File: src/rtl/controle_pkg.sv
// Shared constants and types for the multi-pad Sega controller scanner.
// Optional feature macro: CONTROLE_SIX_BUTTON_EN (8-phase scan with X/Y/Z/Mode decode).
package controle_pkg;

`ifdef CONTROLE_SIX_BUTTON_EN
  localparam int          NPHASE    = 8;
  localparam logic [11:0] LIVE_MASK = 12'hFFF;
`else
  localparam int          NPHASE    = 4;
  localparam logic [11:0] LIVE_MASK = 12'h0FF;
`endif

  // Phases in which a decode happens; the other phases only settle the pad.
  localparam logic [2:0] PH_DPAD = 3'd0;
  localparam logic [2:0] PH_TYPE = 3'd1;
  localparam logic [2:0] PH_ID   = 3'd5;
  localparam logic [2:0] PH_XYZ  = 3'd6;

  // Bit positions inside one pad's 6-bit pin group: {9,6,4,3,2,1}.
  localparam int PIN1 = 0;
  localparam int PIN2 = 1;
  localparam int PIN3 = 2;
  localparam int PIN4 = 3;
  localparam int PIN6 = 4;
  localparam int PIN9 = 5;

  localparam int BTN_UP    = 0;
  localparam int BTN_DOWN  = 1;
  localparam int BTN_LEFT  = 2;
  localparam int BTN_RIGHT = 3;
  localparam int BTN_A     = 4;
  localparam int BTN_B     = 5;
  localparam int BTN_C     = 6;
  localparam int BTN_START = 7;
  localparam int BTN_X     = 8;
  localparam int BTN_Y     = 9;
  localparam int BTN_Z     = 10;
  localparam int BTN_MODE  = 11;

  typedef enum logic [1:0] {
    ST_IDLE   = 2'd0,
    ST_SETTLE = 2'd1,
    ST_SAMPLE = 2'd2,
    ST_COMMIT = 2'd3
  } state_e;

endpackage

File: src/rtl/controle_multipad_if.sv
// Pad-side pins and button-word outputs of the multi-pad scanner.
// The scanner uses the slave modport; whoever drives v_sync and the pad pins uses master.
interface controle_multipad_if #(
  parameter int NUM_PADS = 2
);

  logic                    v_sync;
  logic [6*NUM_PADS-1:0]   Pinos;
  logic [NUM_PADS-1:0]     Select;
  logic [12*NUM_PADS-1:0]  Saidas;
  logic [12*NUM_PADS-1:0]  Pressed;
  logic [NUM_PADS-1:0]     Presente;
  logic [NUM_PADS-1:0]     SeisBotoes;
  logic                    Valid;

  modport master (
    output v_sync, Pinos,
    input  Select, Saidas, Pressed, Presente, SeisBotoes, Valid
  );

  modport slave (
    input  v_sync, Pinos,
    output Select, Saidas, Pressed, Presente, SeisBotoes, Valid
  );

endinterface

File: src/rtl/controle_debounce.sv
// Per-pad frame debouncer: a raw word must repeat DEBOUNCE_FRAMES scans in a row
// before it reaches the published button word; rising bits produce a press pulse.
module controle_debounce #(
  parameter int DEBOUNCE_FRAMES = 2
) (
  input  logic        Clock50,
  input  logic        Reset,
  input  logic        i_commit,
  input  logic [11:0] i_raw,
  output logic [11:0] o_saidas,
  output logic [11:0] o_pressed
);

  localparam int                 CNT_W   = (DEBOUNCE_FRAMES > 1) ? $clog2(DEBOUNCE_FRAMES) : 1;
  localparam logic [CNT_W-1:0]   CNT_MAX = CNT_W'(DEBOUNCE_FRAMES - 1);

  logic [11:0]      r_raw;
  logic [CNT_W-1:0] r_cnt;
  logic [11:0]      r_saidas;
  logic [11:0]      r_pressed;
  logic [CNT_W-1:0] w_cnt_next;

  always_comb begin
    // NOTE: default assigned first so no path leaves the signal unassigned (no latch).
    w_cnt_next = '0;
    if (i_raw == r_raw) begin
      w_cnt_next = (r_cnt == CNT_MAX) ? r_cnt : r_cnt + 1'b1;
    end
  end

  // NOTE: non-blocking assignments so every flop samples pre-edge values.
  always_ff @(posedge Clock50 or negedge Reset) begin
    if (!Reset) begin
      r_raw     <= '0;
      r_cnt     <= '0;
      r_saidas  <= '0;
      r_pressed <= '0;
    end else begin
      r_pressed <= '0;
      if (i_commit) begin
        r_raw <= i_raw;
        r_cnt <= w_cnt_next;
        if (w_cnt_next == CNT_MAX) begin
          r_saidas  <= i_raw;
          r_pressed <= i_raw & ~r_saidas;
        end
      end
    end
  end

  assign o_saidas  = r_saidas;
  assign o_pressed = r_pressed;

endmodule

File: src/rtl/controle_multipad.sv
// Multi-pad Sega gamepad scanner: one timed Select sequence per frame, phase decode per pad,
// per-pad debounce. Optional macro CONTROLE_SIX_BUTTON_EN enables the 6-button phases.
module controle_multipad
  import controle_pkg::*;
#(
  parameter int NUM_PADS        = 2,
  parameter int SETTLE_CYCLES   = 500,
  parameter int DEBOUNCE_FRAMES = 2
) (
  input  logic               Clock50,
  input  logic               Reset,
  controle_multipad_if.slave bus
);

  localparam int               SET_W       = $clog2(SETTLE_CYCLES);
  localparam logic [SET_W-1:0] SETTLE_LAST = SET_W'(SETTLE_CYCLES - 1);
  localparam logic [2:0]       PHASE_LAST  = 3'(NPHASE - 1);

  // [0],[1] synchroniser stages, [2] previous synchronised value for edge detection.
  logic [2:0]               r_vs_sync;
  logic                     w_vs_fall;
  logic [6*NUM_PADS-1:0]    r_pin_s1;
  logic [6*NUM_PADS-1:0]    r_pin_s2;
  logic [6*NUM_PADS-1:0]    w_pin_act;

  state_e                   r_state;
  state_e                   w_state_next;
  logic [2:0]               r_phase;
  logic [2:0]               w_phase_next;
  logic [SET_W-1:0]         r_settle;
  logic [SET_W-1:0]         w_settle_next;
  logic                     r_select;
  logic                     w_select_next;
  logic                     w_sample;
  logic                     w_commit;

  logic [NUM_PADS-1:0][11:0] r_acc;
  logic [NUM_PADS-1:0]       r_present;
`ifdef CONTROLE_SIX_BUTTON_EN
  logic [NUM_PADS-1:0]       r_six;
`endif
  logic [NUM_PADS-1:0][11:0] w_raw;
  logic [NUM_PADS-1:0][11:0] w_saidas;
  logic [NUM_PADS-1:0][11:0] w_pressed;

  logic [NUM_PADS-1:0]       r_presente;
  logic [NUM_PADS-1:0]       r_seis;
  logic                      r_valid;

  always_ff @(posedge Clock50 or negedge Reset) begin
    if (!Reset) begin
      r_vs_sync <= '0;
      r_pin_s1  <= '1;
      r_pin_s2  <= '1;
    end else begin
      r_vs_sync <= {r_vs_sync[1:0], bus.v_sync};
      r_pin_s1  <= bus.Pinos;
      r_pin_s2  <= r_pin_s1;
    end
  end

  assign w_vs_fall = r_vs_sync[2] & ~r_vs_sync[1];
  assign w_pin_act = ~r_pin_s2;

  always_ff @(posedge Clock50 or negedge Reset) begin
    if (!Reset) begin
      r_state  <= ST_IDLE;
      r_phase  <= '0;
      r_settle <= '0;
      r_select <= 1'b1;
    end else begin
      r_state  <= w_state_next;
      r_phase  <= w_phase_next;
      r_settle <= w_settle_next;
      r_select <= w_select_next;
    end
  end

  // Select is registered from its next value so the pad sees a glitch-free line.
  always_comb begin
    w_state_next  = r_state;
    w_phase_next  = r_phase;
    w_settle_next = r_settle;
    w_select_next = r_select;
    w_sample      = 1'b0;
    w_commit      = 1'b0;
    case (r_state)
      ST_IDLE: begin
        w_select_next = 1'b1;
        if (w_vs_fall) begin
          w_state_next  = ST_SETTLE;
          w_phase_next  = '0;
          w_settle_next = '0;
        end
      end
      ST_SETTLE: begin
        if (r_settle == SETTLE_LAST) begin
          w_state_next = ST_SAMPLE;
        end else begin
          w_settle_next = r_settle + 1'b1;
        end
      end
      ST_SAMPLE: begin
        w_sample = 1'b1;
        if (r_phase == PHASE_LAST) begin
          w_state_next  = ST_COMMIT;
          w_commit      = 1'b1;
          w_select_next = 1'b1;
        end else begin
          w_state_next  = ST_SETTLE;
          w_phase_next  = r_phase + 1'b1;
          w_settle_next = '0;
          w_select_next = ~r_select;
        end
      end
      ST_COMMIT: w_state_next = ST_IDLE;
      default:   w_state_next = ST_IDLE;
    endcase
  end

  always_ff @(posedge Clock50 or negedge Reset) begin
    if (!Reset) begin
      r_acc     <= '0;
      r_present <= '0;
`ifdef CONTROLE_SIX_BUTTON_EN
      r_six     <= '0;
`endif
    end else if (w_sample) begin
      for (int p = 0; p < NUM_PADS; p++) begin
        case (r_phase)
          PH_DPAD: begin
            r_acc[p][BTN_UP]    <= w_pin_act[6*p + PIN1];
            r_acc[p][BTN_DOWN]  <= w_pin_act[6*p + PIN2];
            r_acc[p][BTN_LEFT]  <= w_pin_act[6*p + PIN3];
            r_acc[p][BTN_RIGHT] <= w_pin_act[6*p + PIN4];
            r_acc[p][BTN_B]     <= w_pin_act[6*p + PIN6];
            r_acc[p][BTN_C]     <= w_pin_act[6*p + PIN9];
          end
          PH_TYPE: begin
            r_acc[p][BTN_A]     <= w_pin_act[6*p + PIN6];
            r_acc[p][BTN_START] <= w_pin_act[6*p + PIN9];
            r_present[p]        <= ~r_pin_s2[6*p + PIN3] & ~r_pin_s2[6*p + PIN4];
          end
`ifdef CONTROLE_SIX_BUTTON_EN
          PH_ID: begin
            r_six[p] <= (r_pin_s2[6*p +: 4] == 4'b0000);
          end
          PH_XYZ: begin
            r_acc[p][BTN_Z]    <= w_pin_act[6*p + PIN1];
            r_acc[p][BTN_Y]    <= w_pin_act[6*p + PIN2];
            r_acc[p][BTN_X]    <= w_pin_act[6*p + PIN3];
            r_acc[p][BTN_MODE] <= w_pin_act[6*p + PIN4];
          end
`endif
          default: ;
        endcase
      end
    end
  end

  // An absent pad reads as nothing pressed; X/Y/Z/Mode only count on a 6-button pad.
  always_comb begin
    w_raw = '0;
    for (int p = 0; p < NUM_PADS; p++) begin
      if (r_present[p]) begin
`ifdef CONTROLE_SIX_BUTTON_EN
        w_raw[p] = r_acc[p] & (r_six[p] ? LIVE_MASK : 12'h0FF);
`else
        w_raw[p] = r_acc[p] & LIVE_MASK;
`endif
      end
    end
  end

  for (genvar gp = 0; gp < NUM_PADS; gp++) begin : g_pad
    controle_debounce #(
      .DEBOUNCE_FRAMES (DEBOUNCE_FRAMES)
    ) u_debounce (
      .Clock50   (Clock50),
      .Reset     (Reset),
      .i_commit  (w_commit),
      .i_raw     (w_raw[gp]),
      .o_saidas  (w_saidas[gp]),
      .o_pressed (w_pressed[gp])
    );
  end

  always_ff @(posedge Clock50 or negedge Reset) begin
    if (!Reset) begin
      r_presente <= '0;
      r_seis     <= '0;
      r_valid    <= 1'b0;
    end else begin
      r_valid <= w_commit;
      if (w_commit) begin
        r_presente <= r_present;
`ifdef CONTROLE_SIX_BUTTON_EN
        r_seis     <= r_six & r_present;
`else
        r_seis     <= '0;
`endif
      end
    end
  end

  assign bus.Select     = {NUM_PADS{r_select}};
  assign bus.Saidas     = w_saidas;
  assign bus.Pressed    = w_pressed;
  assign bus.Presente   = r_presente;
  assign bus.SeisBotoes = r_seis;
  assign bus.Valid      = r_valid;

endmodule

File: src/flat_wrapper.sv
// flat-port wrapper written by rule: the top's interface ports become plain ports
module controle_multipad_flat import controle_pkg::*;
#(
  parameter int NUM_PADS        = 2,
  parameter int SETTLE_CYCLES   = 500,
  parameter int DEBOUNCE_FRAMES = 2
)
  (Clock50, Reset, bus_v_sync, bus_Pinos, bus_Select, bus_Saidas, bus_Pressed, bus_Presente, bus_SeisBotoes, bus_Valid);
  controle_multipad_if #(.NUM_PADS(NUM_PADS)) bus_i ();
  input  logic Clock50;
  input  logic Reset;
  input wire logic [$bits(bus_i.v_sync)-1:0] bus_v_sync;
  input wire logic [$bits(bus_i.Pinos)-1:0] bus_Pinos;
  output wire logic [$bits(bus_i.Select)-1:0] bus_Select;
  output wire logic [$bits(bus_i.Saidas)-1:0] bus_Saidas;
  output wire logic [$bits(bus_i.Pressed)-1:0] bus_Pressed;
  output wire logic [$bits(bus_i.Presente)-1:0] bus_Presente;
  output wire logic [$bits(bus_i.SeisBotoes)-1:0] bus_SeisBotoes;
  output wire logic [$bits(bus_i.Valid)-1:0] bus_Valid;
  assign bus_i.v_sync = bus_v_sync;
  assign bus_i.Pinos = bus_Pinos;
  assign bus_Select = bus_i.Select;
  assign bus_Saidas = bus_i.Saidas;
  assign bus_Pressed = bus_i.Pressed;
  assign bus_Presente = bus_i.Presente;
  assign bus_SeisBotoes = bus_i.SeisBotoes;
  assign bus_Valid = bus_i.Valid;
  controle_multipad #(.NUM_PADS(NUM_PADS), .SETTLE_CYCLES(SETTLE_CYCLES), .DEBOUNCE_FRAMES(DEBOUNCE_FRAMES)) u_core (.Clock50(Clock50), .Reset(Reset), .bus(bus_i));
endmodule
File: config.mk
export PLATFORM = sky130hd
export DESIGN_NAME = controle_multipad_flat
export DESIGN_NICKNAME = d
export VERILOG_FILES = /design/src/rtl/controle_pkg.sv /design/src/rtl/controle_multipad_if.sv /design/src/rtl/controle_debounce.sv /design/src/rtl/controle_multipad.sv /design/src/flat_wrapper.sv
export SDC_FILE = /design/constraint.sdc
export NUM_CORES = 1
export LEC_CHECK = 0
export CAP_MARGIN = 10
export CORE_UTILIZATION = 55
export DETAILED_ROUTE_END_ITERATION = 10
export GPL_ROUTABILITY_DRIVEN = 0
export GPL_TIMING_DRIVEN = 0
export HOLD_SLACK_MARGIN = 0.05
export PLACE_DENSITY = 0.8
export SLEW_MARGIN = 0
export SYNTH_ARGS = -nofsm -noshare
export SYNTH_HDL_FRONTEND = slang
export SYNTH_HIERARCHICAL = 1
export SYNTH_SLANG_ARGS = --single-unit
File: constraint.sdc
create_clock -name Clock50 -period 3.4 [get_ports Clock50]
set_clock_uncertainty 0.2 [all_clocks]
set_input_delay 0.51 -clock Clock50 [delete_from_list [all_inputs] [get_ports Clock50]]
set_output_delay 0.51 -clock Clock50 [all_outputs]
set_load 0.05 [all_outputs]
==> metrics <==
outcome=finished, final reports clean; P_sw=approximately 1.3 mW; CTS root buffer=clkbuf_8; router iterations before antenna repair=5; worst slew pin tran=586 ps; post-synthesis sequential area ratio=0.636; Int Pwr=3.32 mW; area growth from synthesis to layout=28.9%; Max Clk Rate=around 0.36 GHz; leakage power=about 3.2 nW; Yosys reg bits=135; H-tree depth=4; Die Wd=approximately 100 um; CTS Sinks=~140; CP required=about 3600 ps; detailed router's first-iteration violation count=about 150; crit path max fanout=10; Post-Synthesis Cells=roughly 390; sw frac=0.282; num ports=70; Hold Slack=~150 ps; Final min period=about 2700 ps; Place WS=664 ps; via density per instance=around 5.1; placed insts=616; Buffers on Ports=67; Critical Path, Cell by Cell=ha_1, ha_1, nand2_1, inv_1, nand2_1, or4_4, buf_6, buf_12, mux2_4; share of layout cells above drive strength 1=0.237; Synth cell types=46; Clock Tree Buf Depth=2; min-delay src=u_core/r_vs_sync[0]; final setup TNS=0 ps; Buf+Inv Stages, Crit Path=3; setup violators final=0; Detailed Route WL=about 9400 um; nets=roughly 530; slowest library cell on the worst path=or4_4; Critical Path Sink Type=register; worst setup margin=approximately 650 ps; part of the power in registers=0.439; Post-CTS Setup Repair Bufs=0; Vias=approximately 3,300; Congestion Overflow GR=0; DR WL/cell=~14 um; CORE AREA=9330 sq um; Yosys warning count=6; hold crit path type=register to register; crit path DAT=about 3000 ps; Die ar.=a little over 10,000 sq um; CTS buffer count=17; Syn Std Cell Area=~5400 sq um; Clock Pin Slew Worst Setup and Hold Paths=roughly 60 ps; RSZ-0062 raised after global routing=false; final period utilization=0.807; critical path's top delay family=simple AND/OR/NAND/NOR gates; Finished Layout Cells=approximately 650; top_reg_cell synth=dfrtp_1; DRC=0; post-DP HPWL=6060 um; register area=roughly 3400 sq um; Max-Cap Viols=0; Pwr Density=~670 nW/um^2; Post-synth EDFFs=0; R2R Path Start=u_core/r_phase[0]; antenna violations before repair=0; critical path class=register to register; Comb power frac=0.191; Starting Density=0.575; Final Hold Fails=0; Post-synth ARST share=1.00; Layout Utilization=0.741; total track usage=0.207; Filler Cells Inserted=between 600 and 700; CTS tree=yes; Clk pwr share=0.369; Largest stage delay, worst path=~430 ps; Multi-input gate area=around 1900 sq um; ANT cells=0; largest net degree at the start of global routing=73; first-pass GRT wire length=15,700 um; Max Slew Vio Count=0; Die H=101 um; number of global-route vias before repair=between 3,000 and 4,000; Avg Inst Size Synth=roughly 14 sq um; Critical Path Source Type=register; Rows=35; max-slew headroom at the worst pin=0.609; VDD IR-drop max=about 0.54 mV; post-route ant nets=0; Worst setup startpoint=u_core/r_phase[0]; Clock Latency Late Sink=520 ps
## power groups by stage
stage                     Clock [mW]  Combinational, mW  Sequential, mW
after global routing            1.81              0.978            2.06
final                           1.71              0.884            2.03
after CTS                       1.74              0.892            2.03
after floorplan                    0              0.605            2.05
after detailed placement           0              0.873            2.05
after global placement             0              0.834            2.04
## logic make-up (layout without fill, tap and decap cells)
logic type      Yosys count  after routing  synth area share
flops                   135            135             0.636
compound gates           42             42            0.0504
other cells               1             34          0.000700
xor+xnor                 24             24            0.0392
simple gates            105            105             0.115
fa+ha+maj                 5              5            0.0117
buf+inv                  23            124            0.0289
mux                      51             51             0.118
## routing by layer
metal,routed length [um],part of all wire,track usage
met5,0,0,0
met4,215,0.023,0.0970
met3,398,0.043,0.0610
met2,4590,0.49,0.338
met1,4160,0.44,0.254
## per-stage QoR
step,total power [mW],area [sq um]
floorplan,2.65,5480
global placement,2.87,6320
detailed placement,2.92,6340
CTS,4.66,6910
global route,4.85,6910
finish,4.62,6910
## flip-flops by register name, summed over array words and instances, names as in the netlist
register                           flops
u_core/g_pad.u_debounce/o_saidas      24
u_core/g_pad.u_debounce/o_pressed     24
u_core/r_vs_sync                       3
u_core/bus.Presente                    2
u_core/r_present                       2
u_core/r_state                         2
u_core/r_settle                        9
u_core/r_acc                          16
u_core/r_pin_s1                       12
u_core/r_pin_s2                       12
u_core/g_pad.u_debounce/r_raw         24
u_core/r_phase                         3
u_core/bus.Valid                       1
u_core/r_select                        1
## what timing repair did
action,in CTS,in global routing
resized for setup,0,0
hold endpoints to repair,60,0
hold buffers,1,0
## layout by cell type (no fill, tap or decap), types with 2 or more instances in the layout
master             n
ha_1               5
o21ai_0           22
clkbuf_8           3
mux2_2            34
a21o_1             2
buf_12             2
bufinv_16          2
clkinvlp_4         2
o31ai_1            2
nor2_1             2
buf_4              5
nor2b_1            3
nand3_1            9
nand2_1           32
buf_1              2
clkbuf_16         16
nand4_1            5
conb_1            34
nor3b_1           26
xnor2_1           24
or4_4              2
and2_1            16
a21oi_1            4
nand2b_1           2
buf_2              2
clkdlybuf4s50_1   66
clkbuf_1           7
dfrtp_1          110
and3_1             3
mux2_4            16
inv_1              7
dfstp_2           25
clkinv_2           5
buf_6              3
## synthesized netlist by cell type, types with 2 or more instances
cell type / n / area share
buf_1: 2 / 0.0014
ha_1: 5 / 0.012
or4_4: 2 / 0.0042
buf_6: 2 / 0.0042
a21o_1: 2 / 0.0028
mux2_2: 34 / 0.071
and3_1: 3 / 0.0035
buf_12: 2 / 0.0075
nand2_1: 32 / 0.022
a21oi_1: 4 / 0.0037
o31ai_1: 2 / 0.0028
dfrtp_1: 110 / 0.51
nor2_1: 2 / 0.0014
inv_1: 7 / 0.0049
nand3_1: 9 / 0.0084
clkbuf_1: 3 / 0.0021
dfstp_2: 25 / 0.12
nor3b_1: 26 / 0.036
buf_4: 5 / 0.0070
nand4_1: 5 / 0.0058
xnor2_1: 24 / 0.039
buf_2: 2 / 0.0019
o21ai_0: 22 / 0.021
and2_1: 16 / 0.019
nor2b_1: 3 / 0.0035
mux2_4: 16 / 0.045
nand2b_1: 2 / 0.0023
## area by class of cell
| class | count | area share |
|---|---|---|
| buffer | 16 | 0.0186 |
| inverter | 7 | 0.00380 |
| multi-input combinational | 261 | 0.278 |
| clock inverter | 9 | 0.0145 |
| timing repair buffer | 69 | 0.103 |
| tap | 129 | 0.0234 |
| sequential | 135 | 0.493 |
| clock buffer | 23 | 0.0661 |
## final timing paths
path                       depth (start not counted)  slack (ps)                                  endpoint
hold reg to reg                                    0         150                       u_core/r_vs_sync[1]
max in group asynchronous                          3        1870                        u_core/r_pin_s1[4]
setup reg to reg                                   9         650    u_core/g_pad[0].u_debounce/o_saidas[4]
hold / removal                                     0         150                       u_core/r_vs_sync[1]
min in group asynchronous                          2         360  u_core/g_pad[1].u_debounce/o_pressed[11]
setup / recovery                                   9         650    u_core/g_pad[0].u_debounce/o_saidas[4]
Power figures use the tool's default switching activity.
